==> src/rtl/decode_pipe.sv <==
// decode_pipe: register file, operand/branch decode and registered ID/EX stage with load-use interlock
module decode_pipe #(
  parameter int DATA_W   = 16,
  parameter int CTRL_W   = 8,
  parameter int ZERO_REG = 1
) (
  input  logic              clk_i,
  input  logic              rst_ni,
  input  logic              if_valid_i,
  output logic              id_ready_o,
  input  logic [15:0]       if_instr_i,
  input  logic [DATA_W-1:0] if_pc_i,
  input  logic              ld_byte_i,
  input  logic              reg_src_i,
  input  logic              branch_src_i,
  input  logic              use_src1_i,
  input  logic              use_src2_i,
  input  logic              mem_read_i,
  input  logic              reg_write_i,
  input  logic [CTRL_W-1:0] ctrl_in_i,
  input  logic              flush_i,
  input  logic              wb_we_i,
  input  logic [3:0]        wb_dst_i,
  input  logic [DATA_W-1:0] wb_data_i,
  input  logic              ex_ready_i,
  output logic              ex_valid_o,
  output logic [DATA_W-1:0] ex_rdata1_o,
  output logic [DATA_W-1:0] ex_rdata2_o,
  output logic [DATA_W-1:0] ex_pc_branch_o,
  output logic [3:0]        ex_src1_o,
  output logic [3:0]        ex_src2_o,
  output logic [3:0]        ex_dst_o,
  output logic              ex_mem_read_o,
  output logic              ex_reg_write_o,
  output logic [CTRL_W-1:0] ex_ctrl_o,
  output logic [15:0]       hazard_cnt_o
);
  localparam bit ZR = ZERO_REG != 0;
  logic [DATA_W-1:0] rf_q [16];
  logic [3:0]        src1, src2, dst;
  logic [DATA_W-1:0] rdata1, rdata2, imm, pc_branch;
  logic              we_ok, hazard, adv, take;
  logic              unused_opc;
  logic              ex_valid_q, ex_valid_d, ex_mem_read_q, ex_mem_read_d, ex_reg_write_q, ex_reg_write_d;
  logic [DATA_W-1:0] ex_rdata1_q, ex_rdata1_d, ex_rdata2_q, ex_rdata2_d, ex_pc_branch_q, ex_pc_branch_d;
  logic [3:0]        ex_src1_q, ex_src1_d, ex_src2_q, ex_src2_d, ex_dst_q, ex_dst_d;
  logic [CTRL_W-1:0] ex_ctrl_q, ex_ctrl_d;
  logic [15:0]       hazard_cnt_q, hazard_cnt_d;

  assign unused_opc = ^if_instr_i[15:12];
  assign src1 = ld_byte_i ? if_instr_i[11:8] : if_instr_i[7:4];
  assign src2 = reg_src_i ? if_instr_i[11:8] : if_instr_i[3:0];
  assign dst  = if_instr_i[11:8];
  assign we_ok = wb_we_i & ~(ZR && wb_dst_i == 4'd0);
  assign imm = {{(DATA_W-10){if_instr_i[8]}}, if_instr_i[8:0], 1'b0};

  // Operand read with R0 forcing and same-cycle write-back bypass; branch target select
  always_comb begin
    rdata1 = (ZR && src1 == 4'd0) ? '0 : (we_ok && wb_dst_i == src1) ? wb_data_i : rf_q[src1];
    rdata2 = (ZR && src2 == 4'd0) ? '0 : (we_ok && wb_dst_i == src2) ? wb_data_i : rf_q[src2];
    pc_branch = branch_src_i ? rdata1 : if_pc_i + imm;
  end

  assign hazard = if_valid_i & ex_valid_q & ex_mem_read_q & ex_reg_write_q & (ex_dst_q != 4'd0) &
                  ((use_src1_i & ex_dst_q == src1) | (use_src2_i & ex_dst_q == src2));
  assign adv  = ~ex_valid_q | ex_ready_i;
  assign take = ~flush_i & adv & if_valid_i & ~hazard;
  assign id_ready_o = flush_i | (adv & ~hazard);

  // Next ID/EX contents: flush kills, accept loads, free slot without accept bubbles, else hold
  always_comb begin
    ex_valid_d     = flush_i ? 1'b0 : adv ? take : ex_valid_q;
    ex_rdata1_d    = take ? rdata1 : ex_rdata1_q;
    ex_rdata2_d    = take ? rdata2 : ex_rdata2_q;
    ex_pc_branch_d = take ? pc_branch : ex_pc_branch_q;
    ex_src1_d      = take ? src1 : ex_src1_q;
    ex_src2_d      = take ? src2 : ex_src2_q;
    ex_dst_d       = take ? dst : ex_dst_q;
    ex_mem_read_d  = take ? mem_read_i : ex_mem_read_q;
    ex_reg_write_d = take ? reg_write_i : ex_reg_write_q;
    ex_ctrl_d      = take ? ctrl_in_i : ex_ctrl_q;
    hazard_cnt_d   = (hazard & adv & ~flush_i & ~&hazard_cnt_q) ? hazard_cnt_q + 16'd1 : hazard_cnt_q;
  end

  // ID/EX pipeline register and stall counter
  always_ff @(posedge clk_i or negedge rst_ni) begin
    if (!rst_ni) begin
      ex_valid_q     <= 1'b0;
      ex_rdata1_q    <= '0;
      ex_rdata2_q    <= '0;
      ex_pc_branch_q <= '0;
      ex_src1_q      <= '0;
      ex_src2_q      <= '0;
      ex_dst_q       <= '0;
      ex_mem_read_q  <= 1'b0;
      ex_reg_write_q <= 1'b0;
      ex_ctrl_q      <= '0;
      hazard_cnt_q   <= '0;
    end else begin
      ex_valid_q     <= ex_valid_d;
      ex_rdata1_q    <= ex_rdata1_d;
      ex_rdata2_q    <= ex_rdata2_d;
      ex_pc_branch_q <= ex_pc_branch_d;
      ex_src1_q      <= ex_src1_d;
      ex_src2_q      <= ex_src2_d;
      ex_dst_q       <= ex_dst_d;
      ex_mem_read_q  <= ex_mem_read_d;
      ex_reg_write_q <= ex_reg_write_d;
      ex_ctrl_q      <= ex_ctrl_d;
      hazard_cnt_q   <= hazard_cnt_d;
    end
  end

  // Register file write port; suppressed writes to R0 never land
  always_ff @(posedge clk_i or negedge rst_ni) begin
    if (!rst_ni) begin
      for (int i = 0; i < 16; i++) rf_q[i] <= '0;
    end else if (we_ok) begin
      rf_q[wb_dst_i] <= wb_data_i;
    end
  end

  assign ex_valid_o     = ex_valid_q;
  assign ex_rdata1_o    = ex_rdata1_q;
  assign ex_rdata2_o    = ex_rdata2_q;
  assign ex_pc_branch_o = ex_pc_branch_q;
  assign ex_src1_o      = ex_src1_q;
  assign ex_src2_o      = ex_src2_q;
  assign ex_dst_o       = ex_dst_q;
  assign ex_mem_read_o  = ex_mem_read_q;
  assign ex_reg_write_o = ex_reg_write_q;
  assign ex_ctrl_o      = ex_ctrl_q;
  assign hazard_cnt_o   = hazard_cnt_q;
endmodule

==> config.mk <==
export PLATFORM = sky130hd
export DESIGN_NAME = decode_pipe
export DESIGN_NICKNAME = d
export VERILOG_FILES = /design/src/rtl/decode_pipe.sv
export SDC_FILE = /design/constraint.sdc
export NUM_CORES = 1
export LEC_CHECK = 0
export BUFFER_PORTS_ARGS = -buffer_cell sky130_fd_sc_hd__buf_2
export CAP_MARGIN = 20
export CORE_MARGIN = 10
export CORE_UTILIZATION = 35
export CTS_CLUSTER_DIAMETER = 40
export DETAILED_ROUTE_END_ITERATION = 12
export HOLD_SLACK_MARGIN = 0.15
export MAX_ROUTING_LAYER = met4
export PLACE_DENSITY = 0.55
export SLEW_MARGIN = 30
export SYNTH_ARGS = -nofsm -noshare
export SYNTH_HDL_FRONTEND = slang
export SYNTH_SLANG_ARGS = --single-unit
==> constraint.sdc <==
create_clock -name clk_i -period 3.8 [get_ports clk_i]
set_input_delay 0.38 -clock clk_i [delete_from_list [all_inputs] [get_ports clk_i]]
set_output_delay 0.38 -clock clk_i [all_outputs]
set_load 0.005 [all_outputs]
==> impl_metrics.env <==
export IMPL_asyncSetResetFlopFracSynth_pct=100
export IMPL_syn_to_final_growth_pct=18.1
export IMPL_pre_cts_ws_ns=0.624
export IMPL_port_buffers=156
export IMPL_die_area_mm2=0.0630
export IMPL_initial_core_util_pct=35.4
export IMPL_wl_met3_mm=4.87
export IMPL_synth_top_area_cell="dfrtp_1"
export IMPL_status="complete, no violations"
export IMPL_n_fill_cell=5022
export IMPL_cts_resized=0
export IMPL_clk_latency_ns=0.56
export IMPL_skew_ns=0.0119
export IMPL_tns_ns=0
export IMPL_finalSetupViolCount=0
export IMPL_finalHoldViolations=0
export IMPL_syn_area_mm2=0.0187
export IMPL_grt_pass1_wl_mm=94.5
export IMPL_die_w_um=251
export IMPL_drive_gt1_share_pct=32.5
export IMPL_clockPowerShare_pct=37.6
export IMPL_fin_area_mm2=0.0221
export IMPL_p_int_uw=8600
export IMPL_dp_hpwl_mm=37.7
export IMPL_multi_input_area_mm2=0.00957
export IMPL_met2_length_mm=28.6
export IMPL_cp_end_kind="flip-flop"
export IMPL_ios=161
export IMPL_finish_utilization_pct=41.8
export IMPL_rsz0062_at_grt="no"
export IMPL_finalNetCount=1966
export IMPL_instances_no_fill=2607
export IMPL_synth_cell_types=64
export IMPL_postPlaceCellArea_mm2=0.0202
export IMPL_met1Wirelength_mm=27.1
export IMPL_htreeDepth=2
export IMPL_critPathKind="in2reg"
export IMPL_ant_nets=0
export IMPL_dp_cells=2499
export IMPL_p_per_area_mw_per_mm2=555
export IMPL_max_freq_ghz=0.323
export IMPL_tightest_slew_ns=0.989
export IMPL_hold_class="in2reg"
export IMPL_grt_overflow_total=0
export IMPL_synth_flop_cell="dfrtp_1"
export IMPL_drtIter0Drc=1171
export IMPL_max_slew_margin_pct=34.0
export IMPL_syn_inst=1769
export IMPL_postCtsSetupRepairBufs=0
export IMPL_crit_arrival_ns=3.54
export IMPL_synth_area_leaders="dfrtp_1, mux2_2, nand2_1, mux4_2, nand3_1"
export IMPL_cts_tree="done"
export IMPL_synthTopCellsByCount="nand2_1, dfrtp_1, mux2_2"
export IMPL_yosysTopAreaCellShare_pct=45.9
export IMPL_swShare_pct=29.8
export IMPL_ff_latch_area_mm2=0.00858
export IMPL_worstSetupStartpointType="input pin"
export IMPL_seqPwrFrac_pct=40.5
export IMPL_worst_slack_ns=0.702
export IMPL_synth_seq_area_share_pct=45.9
export IMPL_place_congestion=0.850
export IMPL_synth_edf_count=0
export IMPL_synthesis_nets=1858
export IMPL_timing_final_crit_share_pct=81.5
export IMPL_cts_sinks=343
export IMPL_yosysWarningCount=0
export IMPL_cts_root_buffer="clkbuf_16"
export IMPL_cts_hold_buf=17
export IMPL_ir_drop_mv=0.306
export IMPL_wl_mm=61.9
export IMPL_drc=0
export IMPL_syn_area_per_cell_um2=10.6
export IMPL_first_pass_iters=5
export IMPL_die_y_um=251
export IMPL_grt_pass1_vias=14711
export IMPL_rows=84
export IMPL_max_clock_path_buffers=3
export IMPL_coreArea_mm2=0.0528
export IMPL_maxCapViolations=0
export IMPL_synth_seq_cells=343
export IMPL_antenna_found_initial=8
export IMPL_report_final_slew_viol_count=0
export IMPL_cp_required_ns=4.24
export IMPL_vias_per_cell=5.63
export IMPL_cts_made_buffers=47
export IMPL_combPwrFrac_pct=21.9
export IMPL_highest_layer="met4"
export IMPL_switching_power_uw=3650
export IMPL_track_usage_pct=19.8
export IMPL_clk_pin_slew_ns=0.06
export IMPL_grt_max_degree=131
export IMPL_leakage_uw=0.00969
export IMPL_path_max_fanout=29
export IMPL_vias=14685
export IMPL_min_period_ns=3.10
export IMPL_detail_route_wl_per_cell_um=23.7
export IMPL_synth_most_common_cell="nand2_1"
==> final cells by class <==
cell class / instances / share of cell area, %
antenna: 7 / 0.0794
clock buffer: 59 / 6.00
clock inverter: 25 / 1.43
inverter: 9 / 0.153
multi-input combinational: 1263 / 43.3
sequential: 343 / 38.9
tap: 688 / 3.90
timing repair buffer: 213 / 6.22
==> per-stage QoR <==
| stage | hold WS, ns | total power [µW] |
|---|---|---|
| floorplan | 0.0844 | 6670 |
| global placement | 0.380 | 7570 |
| detailed placement | 0.385 | 7680 |
| CTS | 0.199 | 12300 |
| global route | 0.250 | 12800 |
| finish | 0.218 | 12200 |
==> metal layers <==
metal | GRT usage (%) | up-vias
met1 | 25.8 | 7427
met3 | 4.31 | 99
met4 | 5.00 | 0
met2 | 30.9 | 561
li1 | - | 6598
met5 | - | -
==> state kept, by name (all words and copies together), names as in the netlist, 4 cells and up <==
name	flops
ex_dst_o	4
ex_src2_o	4
ex_rdata1_o	16
ex_rdata2_o	16
ex_pc_branch_o	16
ex_src1_o	4
rf_q	256
hazard_cnt_o	16
ex_ctrl_o	8
==> power by group through the flow <==
| stage | logic [µW] | clock network (µW) | registers, µW |
|---|---|---|---|
| after floorplan | 1800 | 0 | 4870 |
| after global placement | 2620 | 0 | 4950 |
| after detailed placement | 2680 | 0 | 5000 |
| after CTS | 2700 | 4680 | 4940 |
| after global routing | 2950 | 4840 | 5060 |
| final | 2680 | 4610 | 4960 |
==> cells by family (layout without fill, tap and decap cells) <==
logic type	Yosys count	after routing	synth area share [%]
compound gates	209	209	7.97
xor+xnor	39	39	1.87
fa+ha+maj	16	16	1.11
buf+inv	163	306	3.56
flops	343	343	45.9
mux	331	331	23.7
other cells	0	7	0
simple gates	668	668	15.9
==> critical path, stage by stage <==
cell and delay (ns):
dlygate4sd3_1 0.54, buf_2 0.17, mux2_4 0.42, xnor2_1 0.22
nand3_1 0.11, o22a_1 0.31, nand3_4 0.30, buf_4 0.36
o21ai_0 0.13, dlygate4sd3_1 0.57
==> worst paths after layout <==
| check | to | cells past startpoint | startpoint | slack [ns] |
|---|---|---|---|---|
| setup / recovery | ex_valid_o$_DFFE_PN0P_ | 10 | if_instr_i[9] | 0.70 |
| hold / removal | ex_dst_o[0]$_DFFE_PN0P_ | 3 | if_instr_i[8] | 0.22 |
| setup reg to reg | ex_valid_o$_DFFE_PN0P_ | 8 | ex_dst_o[1]$_DFFE_PN0P_ | 1.16 |
| hold reg to reg | rf_q[248]$_DFFE_PN0P_ | 0 | rf_q[248]$_DFFE_PN0P_ | 0.40 |
| max in group asynchronous | rf_q[206]$_DFFE_PN0P_ | 3 | rst_ni | 2.33 |
| min in group asynchronous | ex_ctrl_o[3]$_DFFE_PN0P_ | 2 | rst_ni | 0.39 |
==> placed cells by master, fill, tap and decap left out, types with 17 or more instances in the layout <==
cell,netlist,routed
a22oi_1,29,29
a311oi_1,20,20
and3_1,22,22
buf_2,15,155
buf_4,1,31
clkbuf_16,0,49
dfrtp_1,343,343
dlygate4sd3_1,0,17
mux2_2,254,253
mux4_2,61,61
nand2_1,406,406
nand3_1,144,143
nor2_1,29,20
o211ai_1,23,23
o21ai_0,33,33
xnor2_1,22,22
(Power assumes the default switching activity.)
